`src/rtl/prienc_pkg.sv`:
```
// prienc_pkg: shared definitions for the prienc_scan request serialiser.
//   state_e  - scan FSM state encoding (IDLE=0, SCAN=1, EMPTY=2)
//   clog2_w  - ceil(log2(n)) width helper, usable in parameter expressions
package prienc_pkg;

    typedef enum logic [1:0] {
        ST_IDLE  = 2'd0,
        ST_SCAN  = 2'd1,
        ST_EMPTY = 2'd2
    } state_e;

    // Smallest r with 2**r >= n.
    function automatic int unsigned clog2_w(input int unsigned n);
        int unsigned r;
        r = 0;
        for (int unsigned i = 0; i < 32; i++) begin
            if ((64'd1 << i) < 64'(n)) begin
                r = i + 1;
            end
        end
        return r;
    endfunction

endpackage

```
`src/rtl/prienc_pick.sv`:
```
// prienc_pick: combinational priority picker over a request vector.
//   vec    - input vector
//   idx    - index of the lowest (MSB_FIRST=0) or highest (MSB_FIRST=1) set bit, 0 if none
//   any    - at least one bit set
//   single - exactly one bit set
module prienc_pick
    import prienc_pkg::*;
#(
    parameter int unsigned N         = 8,
    parameter bit          MSB_FIRST = 1'b0,
    localparam int unsigned W        = clog2_w(N)
) (
    input  logic [N-1:0] vec,
    output logic [W-1:0] idx,
    output logic         any,
    output logic         single
);

    // Last hit in the loop wins, so loop direction sets the priority.
    always_comb begin
        idx = '0;
        if (MSB_FIRST) begin
            for (int i = 0; i < int'(N); i++) begin
                if (vec[i]) begin
                    idx = W'(i);
                end
            end
        end else begin
            for (int i = int'(N) - 1; i >= 0; i--) begin
                if (vec[i]) begin
                    idx = W'(i);
                end
            end
        end
    end

    assign any    = |vec;
    // Clearing the lowest set bit leaves zero only for a one-hot vector.
    assign single = any && ((vec & (vec - N'(1))) == '0);

endmodule

```
`src/rtl/prienc_scan.sv`:
```
// prienc_scan: captures an N-bit request vector and emits the index of every
// set bit, one beat per accepted cycle, in priority order.
// Optional: define PRIENC_COUNT_EN to add out_count (popcount of the vector).
//   clk, rst              - clock, asynchronous active-high reset
//   in_valid/in_ready     - vector handshake; in_req is the request vector
//   out_valid/out_ready   - beat handshake
//   out_idx               - index of the current request bit
//   out_last              - final beat of the current vector
//   out_none              - captured vector was zero (single empty beat)
//   busy                  - a vector is held
//   out_count             - (PRIENC_COUNT_EN) popcount of the captured vector
module prienc_scan
    import prienc_pkg::*;
#(
    parameter int unsigned N         = 8,
    parameter bit          MSB_FIRST = 1'b0,
    localparam int unsigned W        = clog2_w(N)
) (
    input  logic         clk,
    input  logic         rst,
    input  logic         in_valid,
    output logic         in_ready,
    input  logic [N-1:0] in_req,
    output logic         out_valid,
    input  logic         out_ready,
    output logic [W-1:0] out_idx,
    output logic         out_last,
    output logic         out_none,
    output logic         busy
`ifdef PRIENC_COUNT_EN
    ,
    output logic [W:0]   out_count
`endif
);

    state_e         state_q, state_d;
    logic [N-1:0]   pending_q, pending_d;
    logic           in_ready_q, in_ready_d;
    logic           out_valid_q, out_valid_d;
    logic [W-1:0]   out_idx_q, out_idx_d;
    logic           out_last_q, out_last_d;
    logic           out_none_q, out_none_d;
    logic           busy_q, busy_d;

    logic [W-1:0]   pick_idx;
    logic           pick_any;
    logic           pick_single;

    // Picker looks at the next pending value so beat outputs can be registered.
    prienc_pick #(
        .N         (N),
        .MSB_FIRST (MSB_FIRST)
    ) u_pick (
        .vec    (pending_d),
        .idx    (pick_idx),
        .any    (pick_any),
        .single (pick_single)
    );

    // Next state and pending vector.
    always_comb begin
        state_d   = state_q;
        pending_d = pending_q;
        unique case (state_q)
            ST_IDLE: begin
                if (in_valid && in_ready_q) begin
                    pending_d = in_req;
                    state_d   = (|in_req) ? ST_SCAN : ST_EMPTY;
                end
            end
            ST_SCAN: begin
                if (out_ready) begin
                    if (out_last_q) begin
                        pending_d = '0;
                        state_d   = ST_IDLE;
                    end else begin
                        pending_d = pending_q & ~(N'(1) << out_idx_q);
                    end
                end
            end
            ST_EMPTY: begin
                if (out_ready) begin
                    state_d = ST_IDLE;
                end
            end
            default: begin
                pending_d = '0;
                state_d   = ST_IDLE;
            end
        endcase
    end

    // Output values for the cycle after the edge, decoded from next state.
    always_comb begin
        in_ready_d  = 1'b0;
        out_valid_d = 1'b0;
        out_idx_d   = '0;
        out_last_d  = 1'b0;
        out_none_d  = 1'b0;
        busy_d      = 1'b0;
        unique case (state_d)
            ST_IDLE: begin
                in_ready_d = 1'b1;
            end
            ST_SCAN: begin
                out_valid_d = pick_any;
                out_idx_d   = pick_idx;
                out_last_d  = pick_single;
                busy_d      = 1'b1;
            end
            ST_EMPTY: begin
                out_valid_d = 1'b1;
                out_last_d  = 1'b1;
                out_none_d  = 1'b1;
                busy_d      = 1'b1;
            end
            default: begin
                in_ready_d = 1'b1;
            end
        endcase
    end

    // State, pending vector and registered outputs.
    always_ff @(posedge clk or posedge rst) begin
        if (rst) begin
            state_q     <= ST_IDLE;
            pending_q   <= '0;
            in_ready_q  <= 1'b1;
            out_valid_q <= 1'b0;
            out_idx_q   <= '0;
            out_last_q  <= 1'b0;
            out_none_q  <= 1'b0;
            busy_q      <= 1'b0;
        end else begin
            state_q     <= state_d;
            pending_q   <= pending_d;
            in_ready_q  <= in_ready_d;
            out_valid_q <= out_valid_d;
            out_idx_q   <= out_idx_d;
            out_last_q  <= out_last_d;
            out_none_q  <= out_none_d;
            busy_q      <= busy_d;
        end
    end

    assign in_ready  = in_ready_q;
    assign out_valid = out_valid_q;
    assign out_idx   = out_idx_q;
    assign out_last  = out_last_q;
    assign out_none  = out_none_q;
    assign busy      = busy_q;

`ifdef PRIENC_COUNT_EN
    logic [W:0] count_q, count_d;
    logic [W:0] popcount_c;

    // Popcount of the incoming vector.
    always_comb begin
        popcount_c = '0;
        for (int i = 0; i < int'(N); i++) begin
            popcount_c = popcount_c + (W+1)'(in_req[i]);
        end
    end

    // Latched at capture, held for every beat of that vector.
    always_comb begin
        count_d = count_q;
        if (state_q == ST_IDLE && in_valid && in_ready_q) begin
            count_d = popcount_c;
        end
    end

    always_ff @(posedge clk or posedge rst) begin
        if (rst) begin
            count_q <= '0;
        end else begin
            count_q <= count_d;
        end
    end

    assign out_count = count_q;
`endif

endmodule

```
`config.mk`:
```
export PLATFORM = sky130hd
export DESIGN_NAME = prienc_scan
export DESIGN_NICKNAME = d
export VERILOG_FILES = /design/src/rtl/prienc_pkg.sv /design/src/rtl/prienc_pick.sv /design/src/rtl/prienc_scan.sv
export SDC_FILE = /design/constraint.sdc
export NUM_CORES = 1
export LEC_CHECK = 0
export BUFFER_PORTS_ARGS = -buffer_cell sky130_fd_sc_hd__buf_4
export CELL_PAD_IN_SITES_DETAIL_PLACEMENT = 1
export CELL_PAD_IN_SITES_GLOBAL_PLACEMENT = 2
export CORE_UTILIZATION = 35
export DETAILED_ROUTE_END_ITERATION = 12
export PLACE_DENSITY_LB_ADDON = 0.1
export SYNTH_ARGS = -nofsm -noshare
export SYNTH_HDL_FRONTEND = slang
export SYNTH_SLANG_ARGS = --single-unit
```
`constraint.sdc`:
```
create_clock -name clk -period 4.8 [get_ports clk]
set_clock_uncertainty 0.05 [all_clocks]
set_input_delay 0.24 -clock clk [delete_from_list [all_inputs] [get_ports clk]]
set_output_delay 0.24 -clock clk [all_outputs]
set_load 0.02 [all_outputs]
```
## Word-level counts from Yosys, hierarchy flattened

Cells that the tools add are included.

- Equality and inequality tests: 4
- Muxes and demuxes: 24
- Reduce and logical (&&, ||, !) cells: 7
- Shifts and indexed selects: 1
- Add/sub/neg operators: 1
- Bitwise logic cells: 3

Operator list:

| cell | number |
|---|---|
| 3-bit two-way mux | 9 |
| 8-bit two-way mux | 3 |
| 8-bit one-hot mux with 3 select lines | 1 |
| 8-bit AND | 2 |
| 8-bit OR reduction | 2 |
| 2-bit two-way mux | 5 |
| 8-bit zero test | 1 |
| 8-bit NOT | 1 |
| 1-bit by 3-bit left shift with 8-bit output, first input constant | 1 |
| 8-bit by 1-bit subtractor with 8-bit output, second input constant | 1 |
| 2-bit one-hot mux with 3 select lines | 1 |
| 2-bit by 1-bit equality test with 1-bit output, second input constant | 2 |
| 2-bit equality test, second input constant | 2 |
| 1-bit one-hot mux with 2 select lines | 2 |
| 1-bit two-way mux | 3 |
| 1-bit logical AND | 2 |
| 2-bit zero test | 1 |
| 2-bit OR reduction | 1 |

- Word-level logic and storage cells: 48
- Register bits after elaboration: 18

## Logic depth before layout (Yosys ltp)

Gate-level depths: netlist of the first run.

- Depth in word-level cells: 15
- Gate-level depth with buffers: 10
- Mapped depth without buffers: 10

## Cells and area by module

A second synthesis of the first run with hierarchy kept.

- Cells, all modules: 96
- Area total of the unflattened synthesis: 997.2 um^2

Modules (own cells, without submodules):

| module | instances | area each (um^2) | sequential area each (um^2) | cells each |
|---|---|---|---|---|
| prienc_scan | 1 | 834.6 | 451.7 | 72 |
| prienc_pick | 1 | 162.7 | 0.0 | 24 |

## Worst setup path before layout of the first run

OpenSTA, ideal clock, no wires.

- Path kind: register -> register
- Start point: reg out_idx_q[0], in the netlist out_idx[0]
- End point: reg out_last_q, in the netlist out_last
- Cell stages (with the launch flop): 8
- Slack: 2.693 ns
- Arrival time: 1.990 ns
- Data required time: 4.684 ns
- Setup time: 0.066 ns
- Cell sequence: dfrtp_1 buf_6 or4b_4 a21oi_2 o31ai_2 nor4b_4 o211a_1 o311a_1

- Word-level cells in the longest chain between the ends: 11
- Elaborated cells on any way between the ends: 12
- Classes of those cells: 1 x add/sub; 1 x shift; 4 x mux; 3 x bitwise; 3 x reduce/logical

Ends and longest elaborated chain:

| what | RTL line | text |
|---|---|---|
| start: declaration | prienc_scan.sv:40 | `logic [W-1:0] out_idx_q, out_idx_d;` |
| start signal: assignment | prienc_scan.sv:139 | `out_idx_q <= out_idx_d;` |
| 1-bit by 3-bit left shift with 8-bit output * | prienc_scan.sv:77 | `pending_d = pending_q & ~(N'(1) << out_idx_q);` |
| 8-bit NOT * | prienc_scan.sv:77 |  |
| 8-bit AND * | prienc_scan.sv:77 |  |
| 8-bit two-way mux * | prienc_scan.sv:73 | `if (out_last_q) begin` |
| 8-bit two-way mux * | prienc_scan.sv:72 | `if (out_ready) begin` |
| 8-bit one-hot mux with 3 select lines * | prienc_scan.sv:64 | `unique case (state_q)` |
| 8-bit by 1-bit subtractor with 8-bit output | prienc_pick.sv:39 | `assign single = any && ((vec & (vec - N'(1))) == '0);` |
| 8-bit AND | prienc_pick.sv:39 |  |
| 8-bit zero test | prienc_pick.sv:39 |  |
| 1-bit logical AND * | prienc_pick.sv:39 |  |
| 1-bit one-hot mux with 2 select lines * | prienc_scan.sv:101 | `unique case (state_d)` |
| via out_last_d | prienc_scan.sv:41 | `logic out_last_q, out_last_d;` |
| end signal: assignment | prienc_scan.sv:140 | `out_last_q <= out_last_d;` |
| end: declaration | prienc_scan.sv:41 |  |

Mark *: on every way through the listed nets, which the timed path passes. The rest lies on a longest branch.

## Worst setup path in the final report of the first run

- Start point: reg in_ready_q, in the netlist in_ready
- End point: reg out_last_q, in the netlist out_last

- Elaborated cells on any way between the ends: 13
- Classes of those cells: 1 x add/sub; 2 x eq/ne; 5 x mux; 1 x bitwise; 4 x reduce/logical

RTL lines:

| what | RTL line | text |
|---|---|---|
| start: declaration | prienc_scan.sv:38 | `logic in_ready_q, in_ready_d;` |
| start signal: assignment | prienc_scan.sv:137 | `in_ready_q <= in_ready_d;` |
| 1-bit logical AND * | prienc_scan.sv:66 | `if (in_valid && in_ready_q) begin` |
| 2-bit two-way mux * | prienc_scan.sv:66 |  |
| 2-bit one-hot mux with 3 select lines * | prienc_scan.sv:64 |  |
| via state_d[1] | prienc_scan.sv:36 | `state_e state_q, state_d;` |
| 2-bit equality test or 2-bit by 1-bit equality test with 1-bit output (tied branches) | prienc_scan.sv:101 |  |
| 1-bit one-hot mux with 2 select lines * | prienc_scan.sv:101 |  |
| via out_last_d | prienc_scan.sv:41 |  |

Marked as above.

==> impl_metrics.toml, run 1 <==
[outcome]
status = "completed"

[critical_path]
critPathRequiredTime_ns = 4.98
crit_type = "flip-flop to flip-flop"
cpMaxStageDelayCell = "dfstp_2"
crit_path_max_incr_delay_ns = 0.55
start_kind = "flip-flop"
end_kind = "flip-flop"
path_cells = "and3b_1 -> nand2_1 -> a21o_1 -> inv_1 -> ha_1 -> nor2_1 -> a311oi_1 -> o311a_1"
cp_top_family = "compound AO/OA/AOI/OAI gates"
path_max_fanout = 10
worstPathArrival_ns = 2.65
path_buf_inv = 1

[global_route]
grt_pass1_vias = 1033
grt_start_max_net_pins = 20
gr-usage-all-layers = 0.184
antenna_found_initial = 0
grt_pass1_wl_mm = 4.96
met3_usage = 0.0213
use_met2 = 0.308
grt-busiest-layer = "met2"
grtUsageMet1 = 0.255
grt_overflow = 0

[clock_tree]
hold_buffers = 0
cts_buffer_depth = 2
post_cts_buffers = 0
clk_latency_ns = 0.29
cts_made_buffers = 3
cts_tree = "done"
cts_resized = 0
cts_root_buf = "clkbuf_4"
cts.clk_slew.worst_paths_ns = 0.10
clock_sinks = 18
h-tree-depth = 1

[logic_synthesis]
synth_edf_count = 0
synth_area_leaders = "dfrtp_1, mux2i_1, nand2b_1"
synth.top_cell.area_share = 0.349
synth.most_common_cell = "dfrtp_1"
synth_common_cells = "dfrtp_1, mux2i_1, nand2b_1"
ys_ff_latch = 18
yosys_warnings = 0
async_flop_share = 1.00
synth.largest_area_cell = "dfrtp_1"
synth_nets = 141
ys.flop_type = "dfrtp_1"
synth_cell_type_count = 44
syn_area_per_cell_um2 = 9.59
synth_area_um2 = 1220
synthCells = 127
ys_seq_area_frac = 0.371

[routing]
vias = 1017
ant_nets = 0
drtIter0Drc = 36
finalWirelength_mm = 3.07
routed_via_density = 5.35
detail_route.wl_per_cell_um = 16.2
drt_first_pass_iters = 4
drcViolationCount = 0

[floorplan]
initial_utilization = 0.365
fp.dieW_um = 61.0
rows = 21
dieArea_um2 = 3720
die_h_um = 61.0
core_um2 = 3340
ios = 20

[final_layout]
diodes = 0
layout-drive-gt1-share = 0.236
instances_no_fill = 190
fin_area_um2 = 1400
nNetsFinal = 159
final_util = 0.421
area_growth_pct = 15.3

[sta]
finalSetupViolations = 0
tns_ns = 0
period_minus_slack_ns = 2.47
tightestPinTransition_ns = 0.684
finalCritPeriodShare = 0.514
finalHoldViolations = 0
fmax_mhz = 405
slew_violations = 0
relSlewSlack = 0.543
rsz0062_at_grt = "no"

[place]
routabilityCongestion = 0.764
io_buffer_count = 19
place_area_um2 = 1380
dp_hpwl_mm = 2.48
place_inst = 186

[power_and_ir_drop]
finalPower_mw = 0.872
vdd_drop_max_mv = 0.195
leakage_nw = 0.621
pwr_density_cell_nw_per_um2 = 621

[job]
max-cap-violations = 0

[hold_path]
hold_class = "primary input to async pin"
[worst paths after layout]
path,end,cells past startpoint,from,slack (ns)
setup / recovery,out_last,8,in_ready,2.33
hold / removal,out_valid,2,rst,0.0004
setup reg to reg,out_last,8,in_ready,2.33
hold reg to reg,pending_q[4],2,pending_q[4],0.59
max in group asynchronous,pending_q[7],2,rst,4.26
min in group clk,pending_q[4],3,in_req[4],0.36
[report_power, final]
part	internal [mW]	total (mW)	switching, mW
combinational	0.237	0.511	0.274
sequential	0.208	0.284	0.0757
clock	0.0322	0.0777	0.0455
total	0.477	0.872	0.396
[flip-flops by register name, summed over array words and instances (netlist names)]
name       flops
pending_q      8
out_idx        3
in_ready       1
busy           1
state_q        2
out_last       1
out_valid      1
out_none       1
[per-stage QoR]
stage          hold slack, ns  setup WS, ns
2_1_floorplan           0.128          2.69
3_3_place_gp            0.357          2.35
3_5_place_dp            0.342          2.30
4_1_cts                0.0187          2.29
5_1_grt                0.0560          2.12
6_report             0.000391          2.33
[cells by family after synthesis]
logic type | count (synthesis) | synth area share
mux | 11 | 0.0904
simple gates | 48 | 0.243
fa+ha+maj | 2 | 0.0206
buf+inv | 15 | 0.0606
flops | 18 | 0.371
compound gates | 33 | 0.215
[metal layers]
layer  share of wire  wire [µm]
met5               0          0
met2            0.49       1520
met4          0.0049         15
met1            0.48       1470
met3           0.024         75
[area by class of cell]
class	count	area [µm²]
inverter	9	33.8
clock buffer	4	26.3
multi-input combinational	94	692
tap	46	57.6
sequential	18	452
timing repair buffer	19	143
fill	406	1930
[cell usage in the layout, fill, tap and decap left out, drive strengths merged, types with 2 or more instances in the layout]
cell type / synthesis / routed
mux2i: 11 / 11
o21bai: 2 / 2
clkbuf: 2 / 4
dfrtp: 17 / 17
a211oi: 2 / 2
a21oi: 4 / 4
ha: 2 / 2
a31o: 3 / 3
inv: 9 / 9
a2111oi: 2 / 2
o311a: 2 / 2
nand2: 8 / 8
nand2b: 10 / 10
nor2: 9 / 9
or4: 2 / 2
a21o: 3 / 3
nand4: 2 / 2
nor3: 3 / 3
o22ai: 3 / 3
o21ai: 5 / 5
and3b: 2 / 2
buf: 4 / 19
o31ai: 2 / 2
nor2b: 4 / 4
No activity file was read; power rests on OpenSTA's default activity.
==> inputs of run 2 (changes only) <==
- CORE_UTILIZATION: 35 -> 31
- clock period: 4.8 -> 2.16 ns (I/O delays scaled with it)
==> run 2 against run 1 <==
Effect of this change: cell count increased by 9.5%; register-to-register slack got worse by 2.3 ns; combinational power increased to 3.1 times the previous value; largest cell class unchanged; highest routed layer unchanged; sequential power increased by 100%.
==> impl_metrics.toml, run 2 (same netlist as run 1, synthesis figures left out) <==
[job]
max-cap-violations = 0

[routing]
routed_via_density = 5.11
finalWirelength_mm = 3.51
vias = 1062
drcViolationCount = 0
detail_route.wl_per_cell_um = 16.9
ant_nets = 0
drt_first_pass_iters = 4
drtIter0Drc = 35

[floorplan]
die_h_um = 64.7
rows = 22
initial_utilization = 0.328
fp.dieW_um = 64.7
core_um2 = 3720
dieArea_um2 = 4180
ios = 20

[clock_tree]
h-tree-depth = 1
cts_made_buffers = 3
cts.clk_slew.worst_paths_ns = 0.07
clock_sinks = 18
cts_root_buf = "clkbuf_8"
cts_tree = "done"
cts_buffer_depth = 2
clk_latency_ns = 0.26
post_cts_buffers = 0

[global_route]
grt_pass1_vias = 1145
antenna_found_initial = 0
gr-usage-all-layers = 0.182
grt_pass1_wl_mm = 5.67
grt_overflow = 0
grt_start_max_net_pins = 19

[critical_path]
worstPathArrival_ns = 2.22
end_kind = "flip-flop"
worstRegToRegCells = 7
worstReg2RegEnd = "out_last"
reg2reg_from = "in_ready"
path_cells = "and3b_2 -> buf_12 -> mux2i_1 -> nor2_1 -> nor4b_4 -> o21a_1 -> o311a_1"
rrSetupSlack_ns = 0.04
endpoint = "out_last"
critPathRequiredTime_ns = 2.26
path_max_fanout = 10
start_kind = "flip-flop"
path_buf_inv = 1
cp_top_family = "flip-flops"
cpMaxStageDelayCell = "dfstp_2"
worstSetupStartpoint = "in_ready"
crit_path_max_incr_delay_ns = 0.54
path_depth = 7
crit_type = "flip-flop to flip-flop"

[place]
io_buffer_count = 19
dp_slack_ns = -0.0672
place_area_um2 = 1510
routabilityCongestion = 0.835
dp_hpwl_mm = 2.66
place_inst = 203

[sta]
finalHoldViolations = 0
relSlewSlack = 0.508
period_minus_slack_ns = 2.12
fmax_mhz = 472
tightestPinTransition_ns = 0.737
finalSetupViolations = 0
rsz0062_at_grt = "yes"
finalWorstSetupSlack_ns = 0.0423
slew_violations = 0
holdWs_ns = 0.220
finalCritPeriodShare = 0.980

[final_layout]
layout-drive-gt1-share = 0.375
most-common-layout-cells = "buf_4, dfrtp_1, nand2b_1"
nNetsFinal = 175
area_growth_pct = 35.9
final_util = 0.445
final_common_cell = "buf_4"
instances_no_fill = 208
largest_reg_flops = 8
fin_area_um2 = 1650
diodes = 0
top_register = "pending_q"

[power_and_ir_drop]
vdd_drop_max_mv = 0.485
pwr_density_cell_nw_per_um2 = 1460
leakage_nw = 0.732

[hold_path]
hold_class = "primary input to flip-flop"

[outcome]
status = "completed"
run 2: power breakdown:
| group | switching, mW | internal [mW] | total, mW | leakage [nW] |
|---|---|---|---|---|
| combinational | 0.808 | 0.752 | 1.56 | 0.473 |
| sequential | 0.105 | 0.464 | 0.569 | 0.231 |
| clock | 0.129 | 0.163 | 0.291 | 0.0288 |
run 2: layer usage:
metal,part of all wire,track usage,up-vias
met5,0,0,-
met4,0.019,0.0833,0
met2,0.46,0.292,19
met1,0.49,0.234,511
li1,-,-,525
met3,0.027,0.0387,7
run 2: area by class of cell:
| type | instances | area (µm²) |
|---|---|---|
| Multi-Input combinational cell | 94 | 776 |
| Sequential cell | 18 | 452 |
| Timing Repair Buffer | 35 | 278 |
| Tap cell | 48 | 60.1 |
| Clock buffer | 4 | 55.1 |
| Inverter | 9 | 33.8 |
| Fill cell | 438 | 2060 |
run 2: timing repair:
item / 4_1_cts / 5_1_grt
pin swaps: 0 / 4
hold endpoints to repair: 17 / 0
hold buffers: 1 / 0
endpoints found under the setup margin: 2 / 5
resized for setup: 3 / 14
run 2: worst min path at each step:
| stage | start | end | cells past startpoint |
|---|---|---|---|
| after floorplan | rst | busy | 1 |
| after global placement | rst | out_none | 2 |
| after detailed placement | rst | out_valid | 2 |
| after CTS | in_req[7] | pending_q[7] | 3 |
| after global routing | in_req[7] | pending_q[7] | 3 |
| final | in_req[7] | pending_q[7] | 3 |
run 2: per-stage QoR:
step | TNS, ns | power (mW)
global placement | -0.0490 | 1.94
detailed placement | -0.0786 | 1.96
finish | 0 | 2.42
floorplan | 0 | 1.49
global route | -0.0805 | 2.60
CTS | 0 | 2.30
run 2: worst register-to-register path: stages, from the launching register on:
cell	delay, ns
dfstp_2	0.54
and3b_2	0.20
buf_12	0.15
mux2i_1	0.34
nor2_1	0.10
nor4b_4	0.16
o21a_1	0.18
o311a_1	0.28
==> inputs of run 3 (changes only) <==
- CORE_UTILIZATION: 31 -> 35
- PLACE_DENSITY: not set -> 0.79
- PLACE_DENSITY_LB_ADDON: 0.1 -> not set
- clock period: 2.16 -> 2.5 ns (I/O delays scaled with it)
==> run 3 against run 2 <==
Effect of this change: cell count fell by 4.8%; highest routed layer unchanged; critical endpoint unchanged; combinational power fell by 31%; utilization fell by 0.27 points; first-iteration DRC count fell by 63%; global-route usage rose by 1.9 points; clock-buffer cell count did not move; cell area fell by 11%; wire length fell by 7.2%.
==> impl_metrics.toml, run 3 (same netlist as run 1, synthesis figures left out) <==
[outcome]
status = "completed"

[critical_path]
crit_type = "flip-flop to flip-flop"
worstPathArrival_ns = 2.45
worstRegToRegCells = 9
reg2reg_from = "in_ready"
worstReg2RegEnd = "out_last"
path_max_fanout = 10
critPathRequiredTime_ns = 2.68
start_kind = "flip-flop"
path_buf_inv = 2
rrSetupSlack_ns = 0.23
end_kind = "flip-flop"
crit_path_max_incr_delay_ns = 0.55
cpMaxStageDelayCell = "dfstp_2"
path_cells = "and3b_1 -> buf_4 -> nand2_1 -> a21o_1 -> inv_1 -> ha_1 -> nor2_1 -> a311oi_1 -> o311a_1"
cp_top_family = "compound AO/OA/AOI/OAI gates"

[routing]
finalWirelength_mm = 3.26
routed_via_density = 5.43
drt_first_pass_iters = 4
drcViolationCount = 0
ant_nets = 0
detail_route.wl_per_cell_um = 16.5
vias = 1076
drtIter0Drc = 13

[job]
max-cap-violations = 0

[clock_tree]
post_cts_buffers = 0
cts_resized = 0
clock_sinks = 18
cts_made_buffers = 3
clk_latency_ns = 0.28
cts_buffer_depth = 2
cts.clk_slew.worst_paths_ns = 0.10
h-tree-depth = 1
hold_buffers = 1
cts_root_buf = "clkbuf_4"
cts_tree = "done"

[place]
routabilityCongestion = 0.798
place_area_um2 = 1430
dp_slack_ns = 0.205
place_inst = 193
dp_hpwl_mm = 2.68
io_buffer_count = 19

[final_layout]
most-common-layout-cells = "buf_4, dfrtp_1, mux2i_1"
top_register = "pending_q"
area_growth_pct = 21.3
final_common_cell = "buf_4"
fin_area_um2 = 1480
final_util = 0.442
diodes = 0
instances_no_fill = 198
largest_reg_flops = 8
layout-drive-gt1-share = 0.276
nNetsFinal = 167

[hold_path]
hold_end = "state_q[1]"
min-delay-start = "out_ready"
min_path_cells = 4
hold_class = "primary input to flip-flop"

[sta]
fmax_mhz = 440
relSlewSlack = 0.555
tns_ns = 0
finalHoldViolations = 0
slew_violations = 0
finalWorstSetupSlack_ns = 0.228
holdWs_ns = 0.271
period_minus_slack_ns = 2.27
rsz0062_at_grt = "no"
tightestPinTransition_ns = 0.666
finalCritPeriodShare = 0.909
finalSetupViolations = 0

[global_route]
gr-usage-all-layers = 0.201
grt_overflow = 0
grt_pass1_wl_mm = 5.35
grt_pass1_vias = 1114
grt_start_max_net_pins = 19
antenna_found_initial = 0

[floorplan]
initial_utilization = 0.365
die_h_um = 61.0
rows = 21
ios = 20
core_um2 = 3340
dieArea_um2 = 3720
fp.dieW_um = 61.0

[power_and_ir_drop]
pwr_density_cell_nw_per_um2 = 1200
finalPower_mw = 1.78
leakage_nw = 0.667
vdd_drop_max_mv = 0.484
==> run 3: area by class of cell <==
| class | count | area, µm² |
|---|---|---|
| sequential | 18 | 452 |
| clock buffer | 4 | 36.3 |
| multi-input combinational | 94 | 692 |
| inverter | 9 | 33.8 |
| tap | 46 | 57.6 |
| fill | 410 | 1860 |
| timing repair buffer | 27 | 205 |
==> run 3: worst max-delay path by stage <==
stage,startpoint,end,cells after the start
3_3_place_gp,in_req[2],out_last,10
5_1_grt,state_q[0],out_last,6
3_5_place_dp,in_req[1],out_last,10
4_1_cts,in_ready,out_last,9
6_report,in_ready,out_last,9
2_1_floorplan,out_idx[0],out_last,7
==> run 3: worst register-to-register path, stage by stage (launching register included) <==
cell      delay (ns)
dfstp_2         0.55
and3b_1         0.15
buf_4           0.20
nand2_1         0.08
a21o_1          0.21
inv_1           0.07
ha_1            0.26
nor2_1          0.08
a311oi_1        0.34
o311a_1         0.22
==> run 3: routing by layer <==
metal | GRT usage | part of all wire | vias up
met5 | 0 | 0 | -
met1 | 0.266 | 0.48 | 543
met2 | 0.345 | 0.48 | 19
li1 | - | - | 510
met3 | 0.0192 | 0.027 | 4
met4 | 0.0649 | 0.012 | 0
==> run 3: report_power, final <==
| group | switching, mW | leakage, nW | total [mW] | internal (mW) |
|---|---|---|---|---|
| combinational | 0.575 | 0.415 | 1.08 | 0.509 |
| sequential | 0.120 | 0.231 | 0.520 | 0.400 |
| clock | 0.0858 | 0.0210 | 0.174 | 0.0885 |
